**config.mk**
```make
export PLATFORM = sky130hd
export DESIGN_NAME = power_pulse_gen
export DESIGN_NICKNAME = d
export VERILOG_FILES = /design/src/rtl/power_pulse_gen.sv
export SDC_FILE = /design/constraint.sdc
export NUM_CORES = 1
export LEC_CHECK = 0
export ABC_AREA = 1
export CAP_MARGIN = 20
export CORE_ASPECT_RATIO = 1.25
export CORE_MARGIN = 3
export CORE_UTILIZATION = 25
export CTS_CLUSTER_SIZE = 14
export DETAILED_ROUTE_END_ITERATION = 10
export PLACE_DENSITY_LB_ADDON = 0.08
export RECOVER_POWER = 25
export SLEW_MARGIN = 10
export SYNTH_ARGS = -nofsm -noshare
export SYNTH_HDL_FRONTEND = slang
export SYNTH_SLANG_ARGS = --single-unit
```
**constraint.sdc**
```tcl
create_clock -name clkin -period 2.95 [get_ports clkin]
set_input_delay 0.59 -clock clkin [delete_from_list [all_inputs] [get_ports clkin]]
set_output_delay 0.59 -clock clkin [all_outputs]
set_load 0.01 [all_outputs]
```
**src/rtl/power_pulse_gen.sv**
```systemverilog
// Programmable 50% duty pulse generator with optional burst length and done interrupt.
// Burst limit / DONE / intrpt are built only when PULSE_GEN_BURST_EN is defined.
module power_pulse_gen #(
  parameter int unsigned INTRPT_LEN = 9
) (
  input  logic        clkin,
  input  logic        rst_n,
  input  logic        enable,
  input  logic [31:0] half_period,
  input  logic [31:0] pulse_num,
  output logic        pulse_out,
  output logic [31:0] pulse_cnt,
  output logic        busy,
  output logic        intrpt
);

  typedef enum logic [1:0] {S_IDLE, S_HIGH, S_LOW, S_DONE} state_e;

  state_e      state_q, state_d;
  logic [31:0] hp_act_q, hp_act_d;
  logic [31:0] ph_q, ph_d;
  logic [31:0] cnt_q, cnt_d;
  logic [31:0] hp_sat;
  logic        ph_last;
  logic        burst_done;
  logic        pulse_out_q, busy_q;
  logic [31:0] pulse_cnt_q;

  // hp_act always holds a value >= 1 so the terminal compare never underflows
  assign hp_sat  = (half_period == '0) ? 32'd1 : half_period;
  assign ph_last = (ph_q == hp_act_q - 32'd1);

`ifdef PULSE_GEN_BURST_EN
  logic [31:0] num_act_q, num_act_d;
  assign burst_done = (num_act_q != '0) && (cnt_q == num_act_q);
`else
  logic unused_pulse_num;
  assign unused_pulse_num = ^pulse_num;
  assign burst_done       = 1'b0;
`endif

  always_comb begin
    state_d  = state_q;
    hp_act_d = hp_act_q;
    ph_d     = ph_q;
    cnt_d    = cnt_q;
`ifdef PULSE_GEN_BURST_EN
    num_act_d = num_act_q;
`endif
    case (state_q)
      S_IDLE: if (enable) begin
        hp_act_d = hp_sat;
`ifdef PULSE_GEN_BURST_EN
        num_act_d = pulse_num;
`endif
        cnt_d    = '0;
        ph_d     = '0;
        state_d  = S_HIGH;
      end
      S_HIGH: if (ph_last) begin
        ph_d    = '0;
        cnt_d   = cnt_q + 32'd1;
        state_d = S_LOW;
      end else begin
        ph_d = ph_q + 32'd1;
      end
      S_LOW: if (ph_last) begin
        ph_d = '0;
        if (burst_done) begin
          state_d = S_DONE;
        end else begin
          hp_act_d = hp_sat;
          state_d  = S_HIGH;
        end
      end else begin
        ph_d = ph_q + 32'd1;
      end
      default: ;
    endcase
    if (!enable) begin
      state_d  = S_IDLE;
      hp_act_d = hp_act_q;
      cnt_d    = cnt_q;
    end
  end

  // Outputs are registered off the current state, so they trail the FSM by one edge,
  // except that enable low clears them on the same edge.
  always_ff @(posedge clkin) begin
    if (!rst_n) begin
      state_q     <= S_IDLE;
      hp_act_q    <= 32'd1;
      ph_q        <= '0;
      cnt_q       <= '0;
      pulse_out_q <= 1'b0;
      busy_q      <= 1'b0;
      pulse_cnt_q <= '0;
    end else begin
      state_q     <= state_d;
      hp_act_q    <= hp_act_d;
      ph_q        <= ph_d;
      cnt_q       <= cnt_d;
      pulse_out_q <= enable && (state_q == S_HIGH);
      busy_q      <= enable && ((state_q == S_HIGH) || (state_q == S_LOW));
      pulse_cnt_q <= (enable && (state_q == S_IDLE)) ? '0 : cnt_q;
    end
  end

  assign pulse_out = pulse_out_q;
  assign busy      = busy_q;
  assign pulse_cnt = pulse_cnt_q;

`ifdef PULSE_GEN_BURST_EN
  logic        intrpt_q, intrpt_d;
  logic        done_seen_q;
  logic [31:0] icnt_q, icnt_d;

  always_comb begin
    intrpt_d = intrpt_q;
    icnt_d   = icnt_q;
    if (!enable) begin
      intrpt_d = 1'b0;
      icnt_d   = '0;
    end else if (intrpt_q) begin
      if (icnt_q == 32'(INTRPT_LEN - 1)) intrpt_d = 1'b0;
      else                               icnt_d   = icnt_q + 32'd1;
    end else if ((state_q == S_DONE) && !done_seen_q) begin
      intrpt_d = 1'b1;
      icnt_d   = '0;
    end
  end

  always_ff @(posedge clkin) begin
    if (!rst_n) begin
      num_act_q   <= '0;
      intrpt_q    <= 1'b0;
      icnt_q      <= '0;
      done_seen_q <= 1'b0;
    end else begin
      num_act_q   <= num_act_d;
      intrpt_q    <= intrpt_d;
      icnt_q      <= icnt_d;
      done_seen_q <= (state_q == S_DONE);
    end
  end

  assign intrpt = intrpt_q;
`else
  assign intrpt = 1'b0;
`endif

endmodule
```
Word level (Yosys, flattened, before mapping)
Cells that the tools add are included.
W data, S select, Z words.
- add/sub/neg operators: 3
- multipliers: 0
- div/mod/pow operators: 0
- $lt $le $gt $ge: 0
- eq/ne operators: 6
- shift-type cells: 0
- mux-type cells: 11
- bitwise gates (word level): 1
- reduce and logical (&&, ||, !) cells: 17
- operator list (cell ; number):
    $pmux W32 S2 ; 3
    $mux W32 ; 5
    $add A32 B1 Y32 const B ; 2
    $eq A32 B32 Y1 ; 1
    $logic_not A32 Y1 ; 1
    $sub A32 B1 Y32 const B ; 1
    $reduce_and A3 Y1 ; 3
    $ne A2 B2 Y1 const B ; 3
    $pmux W2 S3 ; 1
    $reduce_bool A2 Y1 ; 3
    $mux W2 ; 2
    $reduce_and A2 Y1 ; 2
    $reduce_or A2 Y1 ; 2
    $logic_and A1 B1 Y1 ; 3
    $reduce_bool A3 Y1 ; 1
    $eq A2 B1 Y1 const B ; 1
    $eq A2 B2 Y1 const B ; 1
    $logic_not A2 Y1 ; 1
    $logic_or A1 B1 Y1 ; 1
    $not A1 Y1 ; 1
- bits in registers: 132
- bits in latches: 0
- RAM bits: 0
- memory bits (read-only): 0
- logic and storage cells: 45
- memories: 0

Longest topological paths before layout
Gate-level depths: netlist of run 1.
- word-level depth: 4
- mapped depth: 20

Worst setup path after synthesis of run 1
Ideal clock, no wire load.
- kind: reg-to-reg
- start point: register hp_act_q[0]
- end point: register hp_act_q[29]
- data arrival time: 2159 ps
- data required time: 2822 ps
- path slack: 664 ps
- cell stages (with the launch flop): 20
- period minus slack after synthesis: 2286 ps
- cell sequence: dfxtp_1 inv_1 ha_1 nand3_4 nor2_4 nand2_4 nor2_2 nand2_1 nand2_1 nand2_1 clkinv_1 nand2_1 nor2_1 nand3_2 nand2_4 nand2_2 buf_6 buf_6 o21ai_1 nor2_1
- word-level cells in the longest chain between the ends: 4
- RTL lines (item ; line ; text):
    start, declared ; 20 ; logic [31:0] hp_act_q, hp_act_d;
    start signal, assigned ; 100 ; hp_act_q <= hp_act_d;
    $sub A32 B1 Y32 ; 31 ; assign ph_last = (ph_q == hp_act_q - 32'd1);
    $eq A32 B32 Y1 ; 31 ;
    $ne A2 B2 Y1 (no line) ; -- ;
    $reduce_and A3 Y1 (no line) ; -- ;
No other way between the ends.
A chain may end at the register's enable or synchronous reset.

Worst setup path in the final report of run 1
- start point: register hp_act_q[0]
- end point: register hp_act_q[16]
Same word-level chain as after synthesis.

==> run summary, run 1 <==
Multiplexer share of the synthesized area -> 0
Pre-antenna DRT Iters -> 4
Synth unique cells -> 34
Vias in the first global route -> 7198
Most numerous cell on the critical path -> nand2_1
Syn Nets -> 1215
CTS clock-pin slew for the worst setup and hold paths -> 0.06 ns
Fin. Hold Viols -> 0
Routed wl met2 -> 13100 microns
Crit share post-route -> 0.917
Max_cap viols -> 0
Routed WL -> 24800 microns
Routability cong. -> 0.905
Start point of the critical path -> hp_act_q[0]
Dominant cell type by area after synthesis -> dfxtp_1
FFs w/ async S/R, synth -> 0
DRC violation total after the first TritonRoute iteration -> 269
Arrival @ worst endpoint -> 3.06 ns
Layout Nets -> 1285
Endpoint class of the critical path -> flop
Met3 Routed Length -> 496 microns
Fin cells -> 1614
P&R area growth vs syn -> 24.7%
DP Wirelength -> 19100 microns
PnR worst setup slack -> 0.243 ns
Crit Path Class -> flop to flop
H-tree levels -> 4
FF-to-FF Start -> hp_act_q[0]
All-Layer GR Usage -> 0.158
Die ar. -> 31800 sq um
Hold Path Depth -> 2
Layout Skew -> 0.00839 ns
Compound-Gate Fraction of Synth Area -> 0.0676
R2R Setup Slk -> 0.24 ns
Synth top area cells -> dfxtp_1 (36%), nand2_1 (14%), nor2_1 (11%), xor2_1 (7.1%), inv_1 (6.1%)
Setup Viol. Count Final -> 0
Post-Synth XOR/XNOR Area -> 0.0885
Die H -> 199 microns
Antenna violations before repair -> 1
Total global routing overflow -> 0
Power Dens Cells -> 522 nW/um^2
Rows -> 69
Mapped Cells -> 1141
Via count -> 7108
Routed met1 length -> 10500 microns
Pleak -> 3.48 nW
Worst-path cell chain -> inv_1 -> ha_2 -> nand3_4 -> nor2_4 -> nand2_1 -> o21ai_1 -> nand2_1 -> nor2_1 -> nand2_1 -> nor2_1 -> nand3_4 -> nand2_4 -> buf_4 -> nand3_1 -> a21oi_1
Global-route wire length before repair -> 39300 microns
Hold path start -> cnt_q[31]
Antenna viol nets, final -> 0
Dpl ws -> 0.132 ns
Crit-path max cell delay -> 0.33 ns
Antenna diode count -> 0
CP max-delay cell -> dfxtp_1
Status -> complete, no violations
Synthesis Warnings -> 0
Fillers -> 3279
Max Freq -> 369 MHz
Slew @ Worst Pin -> 1.45 ns
Max-slew headroom -> 0.0311
Largest net degree at the start of global routing -> 51
CTS Buffer Depth -> 2
Adder-Cell Fraction of Synth Area -> 0.0118
CP Launch Type -> flop
Fin. max-slew vios -> 0
Main combinational cell family by area after synthesis -> simple AND/OR/NAND/NOR gates
# IOs -> 102
Core footprint -> 28800 sq um
Cell area after synthesis -> 7420 sq um
#FFs+latches synth -> 132
Root buffer cell -> clkbuf_16
Post-synth EDFFs -> 0
Seq/Total Area, Yosys -> 0.356
Synth top area share -> 0.356
Clock latency on the worst-skew pair -> 0.43 ns
Max VDD drop -> 350 uV
Syn Area/Cell -> 6.51 sq um
Placed Cells -> 1582
CTS Buf Count -> 17
Util after Layout -> 0.321
Share of cells above drive strength 1 -> 0.0727
Path depth of the worst reg2reg path -> 15
WL/cell -> 15.4 microns
CTS tree -> yes
Total Power -> 0.00483 W
Horiz. Die Dim -> 160 microns
Crit Path Max Fanout -> 15
Initial core utilization -> 0.257
Synth Flop Type -> dfxtp_1
Highest routed layer -> met5
Clock period minus worst slack -> 2.71 ns
Drt via density -> 4.40
Drt drc -> 0
CTS Sinks -> 132
Post-Synth Simple-Gate Area -> 0.390
Worst EP required -> 3.31 ns
Worst Hold Class -> flop to flop
IO Port Bufs -> 68
Final hold slack -> 0.470 ns
-- repair_timing --
item,CTS,global route
resized for setup,0,7
setup buffers,0,0
hold buffers,0,0
endpoints found under the setup margin,0,57
-- cells by family after synthesis --
| kind of cell | count (synthesis) |
|---|---|
| XOR/XNOR | 75 |
| flip-flops | 132 |
| other | 1 |
| adder cells (fa/ha/maj) | 7 |
| AO/OA/AOI/OAI | 99 |
| AND/OR/NAND/NOR | 668 |
| buffers and inverters | 159 |
-- worst max-delay path: cells and delay by family, from the launching register on --
family	cells	cell delay (ns)
adder cells (fa/ha/maj)	1	0.23
AO/OA/AOI/OAI	2	0.32
buffers and inverters	2	0.36
flip-flops	1	0.33
AND/OR/NAND/NOR	10	1.39
-- path summary, 6_finish.rpt --
| check | endpoint |
|---|---|
| worst max-delay path | hp_act_q[16] |
| worst min-delay path | pulse_cnt[31] |
| worst max register to register | hp_act_q[16] |
| worst min register to register | pulse_cnt[31] |
-- state kept, by name, summed over array words and instances, names as in the netlist --
register   flops
busy           1
pulse_out      1
pulse_cnt     32
hp_act_q      32
state_q        2
cnt_q         32
ph_q          32
-- report_power, final --
| group | total, W | switching (W) | leakage (nW) | internal (W) |
|---|---|---|---|---|
| Clock | 0.00224 | 0.000846 | 0.291 | 0.00140 |
| Sequential | 0.00188 | 0.0000526 | 1.07 | 0.00182 |
| Combinational | 0.000710 | 0.000472 | 2.12 | 0.000239 |
| Total | 0.00483 | 0.00137 | 3.48 | 0.00346 |
-- cell usage in the layout, fill, tap and decap left out, types with 4 or more instances in the layout --
| cell | instances |
|---|---|
| nand4_1 | 24 |
| clkbuf_16 | 17 |
| xor2_1 | 60 |
| dfxtp_1 | 132 |
| clkdlybuf4s50_1 | 60 |
| a21oi_1 | 62 |
| buf_12 | 4 |
| inv_1 | 120 |
| dlygate4sd3_1 | 8 |
| o21ai_1 | 10 |
| o21ai_0 | 24 |
| nand2_1 | 270 |
| nand2_2 | 10 |
| nor2_2 | 15 |
| xnor2_1 | 15 |
| ha_1 | 6 |
| nor4_1 | 18 |
| nor2_1 | 210 |
| nand3_1 | 82 |
| buf_4 | 15 |
| nor3_1 | 25 |
| clkinvlp_4 | 4 |
-- routing by layer --
metal | GRT usage | up-vias
li1 | - | 3738
met4 | 0.0659 | 2
met1 | 0.178 | 3236
met5 | 0 | -
met2 | 0.296 | 95
met3 | 0.0256 | 37
-- metrics by stage --
| stage | instance area, sq um | setup TNS, ns |
|---|---|---|
| 6_report | 9260 | 0 |
| 3_5_place_dp | 8620 | 0 |
| 5_1_grt | 9260 | -0.00419 |
| 2_1_floorplan | 7420 | 0 |
| 4_1_cts | 9240 | 0 |
| 3_3_place_gp | 8620 | 0 |
-- layout make-up --
cell class	count	area, sq um	area share
clock buffer	21	470	0.0508
sequential	132	2640	0.285
timing repair buffer	88	877	0.0947
tap	390	488	0.0527
inverter	122	458	0.0495
multi-input combinational	850	4170	0.450
clock inverter	11	151	0.0164
-- cell usage after synthesis (all sizes together), types with 3 or more instances --
| master | number |
|---|---|
| nand2 | 282 |
| nor2 | 229 |
| dfxtp | 132 |
| inv | 121 |
| nand3 | 84 |
| a21oi | 63 |
| xor2 | 60 |
| o21ai | 35 |
| nor3 | 26 |
| clkbuf | 24 |
| nand4 | 24 |
| nor4 | 18 |
| xnor2 | 15 |
| buf | 13 |
| ha | 7 |
| nand3b | 3 |
Power figures use the tool's default switching activity.
==> inputs of run 2 (changes only) <==
--- a/config.mk
+++ b/config.mk
@@ -10,7 +10,7 @@
 export CORE_ASPECT_RATIO = 1.25
 export CORE_MARGIN = 3
 export CORE_UTILIZATION = 25
-export CTS_CLUSTER_SIZE = 14
+export CTS_CLUSTER_SIZE = 10
 export DETAILED_ROUTE_END_ITERATION = 10
 export PLACE_DENSITY_LB_ADDON = 0.08
 export RECOVER_POWER = 25
==> constraint.sdc (replaced) <==
create_clock -name clkin -period 2.3 [get_ports clkin]
set_input_delay 0.46 -clock clkin [delete_from_list [all_inputs] [get_ports clkin]]
set_output_delay 0.46 -clock clkin [all_outputs]
set_load 0.01 [all_outputs]
==> run 2 against run 1 <==
  * The flow now finishes with violations (negative setup slack)
  * Count of clock-buffer cells in the layout is 1 lower
  * First-iteration DRC count is 4.1% higher
  * Clock power is 22% higher
  * Critical endpoint is now hp_act_q[30]
  * Combinational power is 82% higher
  * Die area stayed put
  * Global-route usage is 0.78 points higher
  * Total power is 33% higher
  * Maximum frequency is 8.1% higher
==> run summary, run 2 (same netlist as run 1, synthesis figures left out) <==
Status -> complete, but fails checks
Failing checks -> negative setup slack
Post-route setup TNS -> -13.79 ns
Dpl ws -> -0.308 ns
Clock period minus worst slack -> 2.50 ns
Part of the power in the clock network -> 0.426
Pleak -> 4.17 nW
Seq pwr share -> 0.374
Crit Path Class -> flop to flop
Cell internal pwr -> 0.00455 W
Antenna viol nets, final -> 0
Most numerous cell on the critical path -> nand2_1
RSZ-0062 raised after global routing -> true
Multi-input logic area -> 4540 sq um
Most common cell after layout, fill and taps aside -> nand2_1
Horiz. Die Dim -> 160 microns
Layout Skew -> 0.0121 ns
CTS Sinks -> 132
CTS clock-pin slew for the worst setup and hold paths -> 0.06 ns
Rows -> 69
P&R area growth vs syn -> 43.7%
DRC violation total after the first TritonRoute iteration -> 280
WL/cell -> 15.3 microns
Antenna violations before repair -> 1
Crit share post-route -> 1.09
PnR worst setup slack -> -0.205 ns
Fillers -> 3136
Logic pwr share -> 0.201
Most frequent cells in the layout -> nand2_1 (248), nor2_1 (182), dfxtp_1 (124)
Global-route wire length before repair -> 41100 microns
Max-slew headroom -> 0.546
Vias in the first global route -> 7688
Drt drc -> 0
CP Launch Type -> flop
Fin. Hold Viols -> 0
Routability cong. -> 0.886
Max VDD drop -> 494 uV
Max Freq -> 399 MHz
Worst-path cell chain -> inv_2 -> ha_4 -> nand3_4 -> nor2_4 -> nand2_4 -> nor2_4 -> nand2_1 -> nand2_1 -> nand2_1 -> clkinv_1 -> nand2_1 -> nor2_2 -> nand3_2 -> buf_6 -> nand2_8 -> nand2_8 -> buf_12 -> nand2_1 -> o21ai_2 -> nor2_1
CTS Buffer Depth -> 2
Pre-antenna DRT Iters -> 4
FF-to-FF Start -> hp_act_q[1]
Crit Path Max Fanout -> 21
CTS Buf Count -> 17
IO Port Bufs -> 68
Worst EP required -> 2.66 ns
Via count -> 7573
H-tree levels -> 4
Root buffer cell -> clkbuf_16
Core footprint -> 28800 sq um
Power Dens Cells -> 603 nW/um^2
Slew @ Worst Pin -> 0.681 ns
FF+latch area -> 2660 sq um
All-Layer GR Usage -> 0.166
Max_cap viols -> 0
Start point of the critical path -> hp_act_q[1]
Share of cells above drive strength 1 -> 0.219
Arrival @ worst endpoint -> 2.87 ns
Setup Viol. Count Final -> 98
CTS tree -> yes
Initial core utilization -> 0.257
Hold path start -> cnt_q[31]
Total Power -> 0.00643 W
Die H -> 199 microns
Switching Fraction -> 0.293
Drt via density -> 4.38
Worst Hold Class -> flop to flop
Util after Layout -> 0.370
# IOs -> 102
CP max-delay cell -> dfxtp_2
Endpoint class of the critical path -> flop
Clock latency on the worst-skew pair -> 0.43 ns
Crit-path max cell delay -> 0.32 ns
Delay-heaviest family, CP -> simple AND/OR/NAND/NOR gates
Sw power -> 0.00189 W
Antenna diode count -> 0
Layout Nets -> 1401
DP Wirelength -> 20400 microns
Routed WL -> 26500 microns
Die ar. -> 31800 sq um
Total global routing overflow -> 0
Bufs and invs on worst path -> 4
Fin. max-slew vios -> 0
Largest net degree at the start of global routing -> 37
## run 2: cell types whose count changed in the layout (fill, tap and decap cells not counted), sizes merged, moves of 5 or more
cell / delta
buf: +110
clkdlybuf4s50: +8
dlygate4sd3: -8
clkbuf: +5
## run 2: final timing paths
path	endpoint	slack (ns)	depth (start not counted)
worst max-delay path	hp_act_q[30]	-0.20	20
worst min-delay path	pulse_cnt[31]	0.46	2
worst max register to register	hp_act_q[30]	-0.20	20
worst min register to register	pulse_cnt[31]	0.46	2
## run 2: tightest hold or removal path, stage by stage, from the launching register on
cell and delay (ns):
dfxtp_1 0.33, inv_1 0.05, nor2_1 0.03
## run 2: power by group through the flow
stage | logic (W) | registers, W | clock network, W
floorplan | 0.000592 | 0.00244 | 0
global placement | 0.00110 | 0.00245 | 0
detailed placement | 0.00109 | 0.00245 | 0
CTS | 0.00119 | 0.00240 | 0.00284
global route | 0.00142 | 0.00241 | 0.00292
finish | 0.00129 | 0.00241 | 0.00274
## run 2: cell type report
class                   instances  share of cell area
clock buffers                  20              0.0428
clock inverters                11              0.0122
inverters                     122              0.0433
multi-input cells             850               0.426
flip-flops and latches        132               0.249
well taps                     390              0.0457
repair buffers                204               0.181
## run 2: metal layers
| layer | wire [microns] | global-route usage | vias up | share of wire |
|---|---|---|---|---|
| met4 | 869 | 0.0701 | 2 | 0.033 |
| met2 | 14200 | 0.318 | 98 | 0.54 |
| met1 | 10700 | 0.180 | 3442 | 0.41 |
| li1 | - | - | 3983 | - |
| met3 | 622 | 0.0287 | 48 | 0.023 |
| met5 | 13 | 0 | - | 0.00049 |
## run 2: metrics by stage
| step | std cells | instance area, sq um | hold WS [ns] |
|---|---|---|---|
| floorplan | 1141 | 7420 | 0.433 |
| global placement | 1679 | 9390 | 0.460 |
| detailed placement | 1679 | 9390 | 0.458 |
| CTS | 1720 | 10300 | 0.467 |
| global route | 1729 | 10700 | 0.490 |
| finish | 1729 | 10700 | 0.459 |
## run 2: what timing repair did
item	in CTS	in global routing
resized for setup	56	96
buffers inserted	8	5
hold buffers	0	0
endpoints found under the hold margin	0	0
cloned	2	6
pin swaps	8	25
endpoints found under the setup margin	98	98
